--- config.mk ---
export PLATFORM = sky130hd
export DESIGN_NAME = inst_encoder
export DESIGN_NICKNAME = d
export VERILOG_FILES = /design/src/rtl/inst_encoder.sv
export SDC_FILE = /design/constraint.sdc
export NUM_CORES = 1
export LEC_CHECK = 0
export CORE_ASPECT_RATIO = 0.8
export CORE_MARGIN = 1
export CORE_UTILIZATION = 45
export CTS_BUF_LIST = sky130_fd_sc_hd__clkbuf_8
export CTS_CLUSTER_SIZE = 12
export DETAILED_ROUTE_END_ITERATION = 10
export GPL_TIMING_DRIVEN = 0
export PLACE_DENSITY = 0.73
export SLEW_MARGIN = 20
export SYNTH_ARGS = -nofsm -noshare
export SYNTH_HDL_FRONTEND = slang
export SYNTH_HIERARCHICAL = 1
export SYNTH_SLANG_ARGS = --single-unit
--- constraint.sdc ---
create_clock -name clk -period 2.8 [get_ports clk]
set_input_delay 0.56 -clock clk [delete_from_list [all_inputs] [get_ports clk]]
set_output_delay 0.56 -clock clk [all_outputs]
set_load 0.02 [all_outputs]
--- src/rtl/inst_encoder.sv ---
// MIPS-style instruction encoder feeding a DEPTH-entry output FIFO; a word appears one cycle after acceptance.
// req_ready tracks FIFO occupancy only (no path from inst_ready); illegal opcodes push nothing and raise err.

module enc_fifo #(
  parameter int W     = 32,
  parameter int DEPTH = 4
) (
  input  logic         clk,
  input  logic         rst,
  input  logic         push,
  input  logic [W-1:0] push_dat,
  input  logic         pop,
  output logic         full,
  output logic         empty,
  output logic [W-1:0] head_dat
);
  localparam int AW = $clog2(DEPTH);
  localparam logic [AW:0] FULL_CNT = (AW+1)'(DEPTH);

  logic [W-1:0]  mem [DEPTH];
  logic [AW-1:0] wptr;
  logic [AW-1:0] rptr;
  logic [AW:0]   count;

  assign full     = (count == FULL_CNT);
  assign empty    = (count == '0);
  assign head_dat = mem[rptr];

  // Pointers are exactly log2(DEPTH) bits, so wrap is free.
  always_ff @(posedge clk or posedge rst) begin
    if (rst) begin
      wptr  <= '0;
      rptr  <= '0;
      count <= '0;
    end else begin
      if (push) wptr <= wptr + 1'b1;
      if (pop)  rptr <= rptr + 1'b1;
      case ({push, pop})
        2'b10:   count <= count + 1'b1;
        2'b01:   count <= count - 1'b1;
        default: count <= count;
      endcase
    end
  end

  always_ff @(posedge clk) begin
    if (push) mem[wptr] <= push_dat;
  end
endmodule

module inst_encoder #(
  parameter int DEPTH = 4
) (
  input  logic        clk,
  input  logic        rst,
  input  logic        req_valid,
  output logic        req_ready,
  input  logic [3:0]  req_sel,
  input  logic [4:0]  req_rs,
  input  logic [4:0]  req_rt,
  input  logic [4:0]  req_rd,
  input  logic [4:0]  req_shamt,
  input  logic [15:0] req_imm,
  output logic [31:0] inst,
  output logic        inst_valid,
  input  logic        inst_ready,
  output logic        err,
  output logic [7:0]  err_cnt
);
  logic        legal;
  logic [31:0] word;
  logic        full;
  logic        empty;
  logic [31:0] head;
  logic        accept;
  logic        push;
  logic        pop;

  always_comb begin
    legal = 1'b1;
    word  = 32'h0;
    case (req_sel)
      4'd0:  word = {6'b000000, req_rs, req_rt, req_rd, 5'b00000, 6'b100000};
      4'd1:  word = {6'b001000, req_rs, req_rt, req_imm};
      4'd2:  word = {6'b000000, req_rs, req_rt, req_rd, 5'b00000, 6'b100010};
      4'd3:  word = {6'b000000, req_rs, req_rt, req_rd, 5'b00000, 6'b100100};
      4'd4:  word = {6'b100011, req_rs, req_rt, req_imm};
      4'd5:  word = {6'b101011, req_rs, req_rt, req_imm};
      4'd6:  word = {6'b100101, req_rs, req_rt, req_imm};
      4'd7:  word = {6'b100001, req_rs, req_rt, req_imm};
      4'd8:  word = {6'b000000, 5'b00000, req_rt, req_rd, req_shamt, 6'b000000};
      4'd9:  word = {6'b000000, 5'b00000, req_rt, req_rd, req_shamt, 6'b000010};
      4'd10: word = {6'b000000, req_rs, req_rt, req_rd, 5'b00000, 6'b100101};
      4'd11: word = {6'b000000, req_rs, req_rt, req_rd, 5'b00000, 6'b101010};
      4'd12: word = {6'b000000, req_rs, req_rt, req_rd, 5'b00000, 6'b101011};
      default: legal = 1'b0;
    endcase
  end

  assign accept     = req_valid & req_ready;
  assign push       = accept & legal;
  assign pop        = inst_valid & inst_ready;
  assign req_ready  = ~full;
  assign inst_valid = ~empty;
  assign inst       = empty ? 32'h0 : head;

  enc_fifo #(.W(32), .DEPTH(DEPTH)) u_fifo (
    .clk      (clk),
    .rst      (rst),
    .push     (push),
    .push_dat (word),
    .pop      (pop),
    .full     (full),
    .empty    (empty),
    .head_dat (head)
  );

  always_ff @(posedge clk or posedge rst) begin
    if (rst) begin
      err     <= 1'b0;
      err_cnt <= 8'h00;
    end else begin
      err <= accept & ~legal;
      if (accept && !legal && err_cnt != 8'hff) err_cnt <= err_cnt + 1'b1;
    end
  end
endmodule
### Word-level counts from Yosys, hierarchy flattened

Memory sizes are Yosys's and may differ from the RTL's.
Cells that the tools add are included.

| cells by class | value |
|---|---|
| add/subtract/negate cells | 5 |
| equality and inequality tests | 16 |
| multiplexer cells | 6 |
| bitwise operators | 7 |
| reductions and logical operators | 7 |

Operators with widths:

| cell | number |
|---|---|
| case mux 32 bit (13 select lines) | 1 |
| 2-to-1 mux 32 bit | 1 |
| == test 4 bit, second input constant | 5 |
| == test 4 x 3 -> 1 bit, second input constant | 4 |
| OR reduction 13 bit | 1 |
| adder 8 x 1 -> 8 bit, second input constant | 1 |
| == test 4 x 2 -> 1 bit, second input constant | 2 |
| != test 8 bit, second input constant | 1 |
| case mux 3 bit (2 select lines) | 1 |
| adder 2 x 1 -> 2 bit, second input constant | 2 |
| AND 1 bit | 4 |
| == test 4 x 1 -> 1 bit, second input constant | 1 |
| zero test 4 bit | 1 |
| adder 3 x 1 -> 3 bit, second input constant | 1 |
| == test 3 bit, second input constant | 1 |
| zero test 3 bit | 1 |
| 2-to-1 mux 1 bit | 3 |
| NOT 1 bit | 3 |
| subtractor 3 x 1 -> 3 bit, second input constant | 1 |
| == test 2 x 1 -> 1 bit, second input constant | 1 |
| == test 2 bit, second input constant | 1 |
| logical AND 1 bit | 2 |
| nonzero test 2 bit | 1 |
| zero test 1 bit | 1 |

| storage, ports and cells | value |
|---|---|
| flip-flop bits (word level) | 16 |
| RAM bits | 128 |
| input bits | 44 |
| output and inout port bits | 43 |
| memories | 1 |

Memories:

| memory | words | bits a word | read ports | clocked after memory_dff | write ports | RTL line | RTL |
|---|---|---|---|---|---|---|---|
| u_fifo.mem | 4 | 32 | 1 | 0 | 1 | 20 | `logic [W-1:0] mem [DEPTH];` |

### Depth between registers and ports, before layout

Gate-level depths: netlist (run 1).

| logic depth | value |
|---|---|
| word-level depth | 6 |
| mapped depth | 12 |
| depth with buffers taken out | 12 |

### By module

Netlist (run 1), hierarchy kept.

Modules (own cells, without submodules):

| module | instances | cells an instance | area an instance (sq um) | seq. area each (sq um) |
|---|---|---|---|---|
| enc_fifo | 1 | 205 | 5068.6 | 4018.9 |
| inst_encoder | 1 | 157 | 1189.9 | 225.2 |

### Least setup slack after synthesis (run 1)

Ideal clock, no wire load.

| path | value |
|---|---|
| kind | input -> register |
| start | input port req_sel[1] |
| end | memory u_fifo.mem[0][0] (enable) |
| setup time | 0.392 ns |
| arrival | 2.075 ns |
| required time | 2.408 ns |
| path slack | 0.333 ns |
| stages | 4 |
| cell sequence | buf_4 -> o211a_4 -> nor2_1 -> and2_1 |

| between the ends | value |
|---|---|
| cells in the longest elaborated chain, start to end | 6 |
| elaborated cells on any way between the ends | 18 |
| those cells by class | eq/ne: 12; mux: 3; bitwise: 1; reduce/logical: 2 |

RTL lines:

| item | RTL line | RTL |
|---|---|---|
| start, declared | 58 | `input logic [3:0] req_sel,` |
| == test 4 bit (tied with other cells) | 82 | `case (req_sel)` |
| OR reduction 13 bit (no line) * | - |  |
| 2-to-1 mux 1 bit * | 82 |  |
| AND 1 bit * | 101 | `assign push = accept & legal;` |
| named net push | 76 | `logic push;` |
| 2-to-1 mux 1 bit * | 47 | `if (push) mem[wptr] <= push_dat;` |
| 2-to-1 mux 1 bit (not written as such) * | 47 |  |
| end, declared | 20 |  |

Mark *: on every way through the listed nets, which the timed path passes. The rest lies on a longest branch.

### Worst setup path in the final report (run 1)

| path | value |
|---|---|
| start | register u_fifo.rptr[0] |
| end | output port inst[12] |

| between the ends | value |
|---|---|
| cells in the longest elaborated chain, start to end | 2 |

RTL lines:

| item | RTL line | RTL |
|---|---|---|
| start, declared | 22 | `logic [AW-1:0] rptr;` |
| start signal, assigned | 37 | `if (pop) rptr <= rptr + 1'b1;` |
| memory read (4 x 32 bit) | - |  |
| named net head[12] | 74 | `logic [31:0] head;` |
| 2-to-1 mux 32 bit | 105 | `assign inst = empty ? 32'h0 : head;` |
| end, declared | 64 | `output logic [31:0] inst,` |

The timed path passes the listed nets, and every way through them passes these cells.

==> flow_metrics.py, run 1 <==
metrics = {
    "global_route": {
        "met1_usage_pct": 23.11,
        "grt_pass1_vias": 3745,
        "grt_pass1_wl_mm": 19.61,
        "grt_busiest_layer": "met2",
        "grt_util_met3_pct": 5.508,
        "grt_usage_pct": 18.69,
        "antenna_found_initial": 0,
        "met2_usage_pct": 30.83,
        "grt_start_max_net_pins": 22,
        "grt.overflow.total": 0,
    },
    "finish": {
        "antenna_cells": 0,
        "instances_no_fill": 665,
        "fillers": 1047,
        "layout.nets": 523,
        "syn_to_final_growth_pct": 25.65,
        "drive_gt1_share_pct": 18.56,
    },
    "timing": {
        "timing.fmax_ghz": 0.3724,
        "setup_viol": 0,
        "finalMaxSlewViolations": 0,
        "period_share_pct": 95.90,
        "hold_viol": 0,
        "clock_skew_ps": 11.92,
        "fin_crit_ps": 2685,
        "slew_headroom_pct": 52.91,
        "tightest_slew_ps": 704.2,
        "tns_ps": 0,
        "rsz0062_at_grt": "no",
    },
    "worst_hold_path": {
        "hp-class": "in -> async",
    },
    "drt": {
        "dr.pass1.iters": 5,
        "drt_iter0_markers": 205,
        "routed_wl_mm": 12.24,
        "vias_per_cell": 5.283,
        "drt-wirelength-per-cell_um": 18.40,
        "vias": 3513,
        "drcViolationCount": 0,
        "drtAntennaViolNets": 0,
    },
    "pwr": {
        "seqPwrFrac_pct": 38.3,
        "clkPwrFrac_pct": 22.8,
        "p_int_mw": 5.163,
        "switchingPower_mw": 2.494,
        "ir_drop_mv": 0.4518,
        "power_frac_comb_pct": 38.9,
        "p_leak_nw": 2.875,
        "swShare_pct": 32.57,
        "power_mw": 7.657,
        "power_density_mw_per_mm2": 973.7,
    },
    "outcome": {
        "status": "completed",
    },
    "cts": {
        "cts_buffers": 17,
        "path_clk_slew_ps": 80,
        "cts-root-buf": "clkbuf_8",
        "cts_tree": "yes",
        "htreeDepth": 4,
        "cts_hold_buf": 0,
        "worstSkewPairLatency_ps": 440,
        "cts_num_sinks": 144,
        "clockBufferDepth": 2,
    },
    "place": {
        "io_buffers": 84,
        "placed_cells": 633,
        "finalWeightedCongestion": 0.8115,
        "place_hpwl_mm": 8.275,
    },
    "die": {
        "coreArea_mm2": 0.01355,
        "die_y_um": 107.5,
        "die_w_um": 133.9,
        "rows": 38,
        "start_util_pct": 46.19,
        "ios": 87,
        "die-area_mm2": 0.01439,
    },
    "worst_setup_path": {
        "start_kind": "flop",
        "cp.required_ps": 2240,
        "crit_type": "reg -> out",
        "arrival_ps": 2130,
        "end_kind": "primary output",
        "cp_max_fo": 10,
    },
    "yosys": {
        "synth_area_mm2": 0.006259,
        "synth-edff-count": 128,
        "synth-async-reset-ratio_pct": 11.11,
        "synth_area_per_cell_um2": 17.29,
        "ys.warnings.count": 6,
        "synth_cells": 362,
        "synth.distinct_cells": 47,
        "synth-seq-area-share_pct": 67.81,
        "synth_seq_cells": 144,
        "synthFlopType": "edfxtp_1",
    },
    "run": {
        "drv_cap": 0,
    },
}
[sequential cells by signal, summed over array words and instances, names as in the netlist]
signal and flops:
u_fifo/mem 128, err_cnt 8, u_fifo/count 3, u_fifo/rptr 2, u_fifo/wptr 2, err 1
[final timing paths]
kind                                 start  cells after the start         endpoint  slack [ps]
setup / recovery            u_fifo/rptr[0]                      5         inst[12]         110
hold reg to reg             u_fifo/wptr[0]                      1   u_fifo/wptr[0]         530
hold / removal                         rst                      2  u_fifo/count[1]         400
min in group clk            u_fifo/wptr[0]                      1   u_fifo/wptr[0]         530
max in group asynchronous              rst                      2       err_cnt[5]        2120
setup reg to reg           u_fifo/count[0]                     12  u_fifo/count[2]         470
[layout make-up]
class / count / area [um^2] / share of cell area, %
Inverter: 20 / 75.07 / 0.9547
Clock inverter: 15 / 195.2 / 2.482
Tap cell: 180 / 225.2 / 2.864
Clock buffer: 17 / 234.0 / 2.975
Sequential cell: 144 / 4244 / 53.97
Buffer: 17 / 161.4 / 2.053
Timing Repair Buffer: 89 / 910.9 / 11.58
Multi-Input combinational cell: 183 / 1818 / 23.12
[power by group through the flow]
stage | Combinational (mW) | Clock (mW) | Sequential [mW]
detailed placement | 3.26 | 0 | 2.95
global placement | 3.14 | 0 | 2.94
floorplan | 1.96 | 0 | 2.95
finish | 2.98 | 1.74 | 2.93
global route | 3.23 | 1.86 | 2.97
CTS | 3.04 | 1.78 | 2.93
[stage by stage]
stage	utilization [%]	hold WS, ps	worst slack, ps	instance area, um^2
finish	58.03	395.6	114.9	7864
detailed placement	54.88	487.3	-242.4	7436
global route	58.03	414.0	5.868	7864
floorplan	-	363.4	333.2	6270
global placement	54.14	474.3	-903.1	7336
CTS	57.98	376.8	4.904	7856
[routing by layer]
layer	part of all wire (%)	up-vias
li1	-	1603
met1	43	1774
met2	48	117
met3	6.6	19
met4	1.8	0
met5	0	-
[timing repair]
item | in CTS | in global routing
setup buffers | 1 | 0
hold endpoints to repair | 0 | 0
setup endpoints to repair | 33 | 3
gates resized for setup | 39 | 4
pin swaps | 1 | 0
[cell usage after synthesis (2+ instances only)]
master	instances	area [um^2]
edfxtp_1	128	3844
nor2b_1	35	219.0
mux4_2	28	630.6
inv_1	20	75.07
dfrtp_1	16	400.4
and2_1	15	93.84
nor2_1	11	41.29
ha_1	6	75.07
nand2_1	6	22.52
nand3_1	6	30.03
o211ai_1	6	45.04
o21ai_0	6	30.03
a22o_1	5	43.79
buf_2	5	25.02
clkbuf_1	5	18.77
o31ai_1	5	37.54
xnor2_1	5	43.79
xor2_1	5	43.79
mux4_1	4	105.1
nor3_1	4	20.02
buf_12	3	60.06
buf_4	3	22.52
mux2_1	3	33.78
mux2i_1	3	30.03
nand2b_1	3	18.77
and3_1	2	12.51
buf_6	2	22.52
mux2_2	2	22.52
o211ai_2	2	25.02
[layout by cell type (no fill, tap or decap), types with 6 or more instances in the layout]
master           synthesis  layout
ha_1                     6       6
dlygate4sd2_1            0      30
dfrtp_1                 16      16
nor2_1                  11      11
o211ai_1                 6       6
edfxtp_1               128     128
o21ai_0                  6       6
inv_1                   20      22
clkbuf_8                 0      17
nor2b_1                 35      35
mux4_2                  28      28
buf_4                    3       7
nand3_1                  6       6
and2_1                  15      11
clkdlybuf4s50_1          0      52
nand2_1                  6       6
[worst max-delay path: stages (launching register included)]
cell and delay, ps:
dfrtp_1 350, buf_6 170, buf_12 160, mux4_2 500
nor2b_1 170, dlygate4sd2_1 340
[logic make-up (layout without fill, tap and decap cells)]
logic type / Yosys count / after routing / share of synthesized area, %
AO/OA/AOI/OAI: 32 / 32 / 4.019
XOR/XNOR: 10 / 10 / 1.399
adder cells (fa/ha/maj): 7 / 7 / 1.519
buffers and inverters: 38 / 158 / 3.578
flip-flops: 144 / 144 / 67.81
multiplexers: 40 / 40 / 13.13
other: 1 / 4 / 0.05992
AND/OR/NAND/NOR: 90 / 90 / 8.477
Power figures use the tool's default switching activity.
==> run 2, diff against run 1 <==
--- a/config.mk
+++ b/config.mk
@@ -11,8 +11,9 @@
 export CTS_BUF_LIST = sky130_fd_sc_hd__clkbuf_8
 export CTS_CLUSTER_SIZE = 12
 export DETAILED_ROUTE_END_ITERATION = 10
+export DONT_BUFFER_PORTS = 1
 export GPL_TIMING_DRIVEN = 0
-export PLACE_DENSITY = 0.73
+export PLACE_DENSITY = 0.65
 export SLEW_MARGIN = 20
 export SYNTH_ARGS = -nofsm -noshare
 export SYNTH_HDL_FRONTEND = slang
==> run 2 against run 1 <==
  * Sequential share of layout area grew 6.8 points
  * Total power shrank 11%
  * Register-to-register slack lost 190 ps
  * Count of clock-buffer cells in the layout is the same
  * Largest power group is now registers
  * Cell count shrank 12%
  * Via count shrank 9.5%
  * Combinational power shrank 18%
  * Clock skew shrank 4.3 ps
  * Non-clock buffer count shrank 83
  * First-iteration DRC count grew 14%
==> flow_metrics.py, run 2 (synthesis results as in run 1) <==
metrics = {
    "finish": {
        "syn_to_final_growth_pct": 11.54,
        "largestRegisters": "u_fifo/mem x128, err_cnt x8, u_fifo/count x3",
        "layout.nets": 440,
        "antenna_cells": 0,
        "drive_gt1_share_pct": 21.89,
        "multi_input_comb_area_mm2": 0.001818,
        "instances_no_fill": 582,
        "final_common_cell": "edfxtp_1",
        "fillers": 1116,
        "mostFrequentLayoutCells": "edfxtp_1 (128), nor2b_1 (35), mux4_2 (28), inv_1 (21), clkbuf_8 (17)",
        "regArea_mm2": 0.004244,
        "largest_reg_flops": 128,
        "top_register": "u_fifo/mem",
    },
    "timing": {
        "hold_viol": 0,
        "setup_viol": 0,
        "rsz0062_at_grt": "no",
        "timing.fmax_ghz": 0.3818,
        "finalMaxSlewViolations": 0,
        "slew_headroom_pct": 54.01,
        "period_share_pct": 93.54,
        "fin_hold_ws_ps": 294.5,
        "tightest_slew_ps": 687.8,
        "fin_crit_ps": 2619,
        "clock_skew_ps": 7.585,
    },
    "die": {
        "die-area_mm2": 0.01439,
        "die_w_um": 133.9,
        "ios": 87,
        "start_util_pct": 46.19,
        "coreArea_mm2": 0.01355,
        "rows": 38,
        "die_y_um": 107.5,
    },
    "pwr": {
        "p_int_mw": 4.442,
        "power_frac_comb_pct": 35.7,
        "clkPwrFrac_pct": 21.3,
        "switchingPower_mw": 2.401,
        "p_leak_nw": 2.423,
        "seqPwrFrac_pct": 43.1,
        "power_density_mw_per_mm2": 980.3,
        "swShare_pct": 35.08,
        "ir_drop_mv": 0.5513,
    },
    "global_route": {
        "grt_pass1_vias": 3296,
        "grt.overflow.total": 0,
        "grt_usage_pct": 17.86,
        "grt_start_max_net_pins": 21,
        "grt_pass1_wl_mm": 18.33,
        "antenna_found_initial": 0,
    },
    "run": {
        "drv_cap": 0,
    },
    "cts": {
        "path_clk_slew_ps": 70,
        "cts-root-buf": "clkbuf_8",
        "cts_tree": "yes",
        "worstSkewPairLatency_ps": 420,
        "clockBufferDepth": 2,
        "cts_num_sinks": 144,
        "post_cts_buffers": 0,
        "htreeDepth": 4,
        "cts_buffers": 17,
    },
    "drt": {
        "drtAntennaViolNets": 0,
        "dr.pass1.iters": 4,
        "vias_per_cell": 5.466,
        "drcViolationCount": 0,
        "drt_iter0_markers": 233,
        "vias": 3181,
        "routed_wl_mm": 11.99,
        "drt-wirelength-per-cell_um": 20.61,
    },
    "place": {
        "io_buffers": 0,
        "placed_cells": 549,
        "finalWeightedCongestion": 0.7832,
        "place_hpwl_mm": 8.150,
    },
    "outcome": {
        "status": "completed",
    },
    "worst_setup_path": {
        "start_kind": "flop",
        "end_kind": "primary output",
        "r2r_slack_ps": 280,
        "crit_type": "reg -> out",
        "cp_max_fo": 10,
        "cp.required_ps": 2240,
        "arrival_ps": 2060,
    },
    "worst_hold_path": {
        "hp-class": "in -> reg",
    },
}
[run 2: critical path, stage by stage (launching register included)]
cell      delay [ps]
dfrtp_1          340
clkbuf_1         250
buf_2            350
mux4_2           250
nor2b_1          450
[run 2: metrics by stage]
stage / power [mW] / instance area (um^2) / TNS [ps] / util, % / setup slack [ps]
floorplan: 4.909 / 6270 / 0 / - / 333.2
global placement: 5.340 / 6495 / -52230 / 47.93 / -434.2
detailed placement: 5.472 / 6608 / 0 / 48.76 / 268.6
CTS: 6.939 / 6979 / 0 / 51.51 / 73.55
global route: 7.201 / 6980 / 0 / 51.51 / 13.46
finish: 6.843 / 6980 / 0 / 51.51 / 181.0
[run 2: final cells by class]
class                      count  share of cell area, %
multi-input combinational    183                  26.04
sequential                   144                  60.80
buffer                        18                  2.151
timing repair buffer           5                  1.613
clock inverter                15                  1.739
inverter                      20                  1.075
tap                          180                  3.226
clock buffer                  17                  3.352
[run 2: power by group through the flow]
stage	Combinational, mW	Sequential [mW]	Clock (mW)
2_1_floorplan	1.96	2.95	0
3_3_place_gp	2.36	2.98	0
5_1_grt	2.64	2.99	1.58
4_1_cts	2.50	2.95	1.49
3_5_place_dp	2.49	2.99	0
6_report	2.44	2.95	1.45
[run 2: worst paths after layout]
| check | from | end | depth (start not counted) |
|---|---|---|---|
| worst max-delay path | u_fifo/rptr[1] | inst[5] | 4 |
| worst min-delay path | req_valid | err | 2 |
| worst max register to register | u_fifo/count[0] | u_fifo/mem[1][10] | 7 |
| worst min register to register | u_fifo/wptr[0] | u_fifo/wptr[0] | 1 |
| max in group asynchronous | rst | err_cnt[0] | 2 |
| min in group asynchronous | rst | u_fifo/count[2] | 2 |
[run 2: metal layers]
layer | routed length (um) | global-route usage (%) | vias up
met5 | 0 | 0 | -
met4 | 65 | 4.058 | 0
met3 | 970 | 7.533 | 8
met2 | 5668 | 27.98 | 93
met1 | 5289 | 23.12 | 1643
li1 | - | - | 1437
[run 2: repair_timing]
item,CTS,global route
endpoints found under the setup margin,10,2
resized for setup,1,2
hold buffers,1,0
endpoints found under the hold margin,16,0
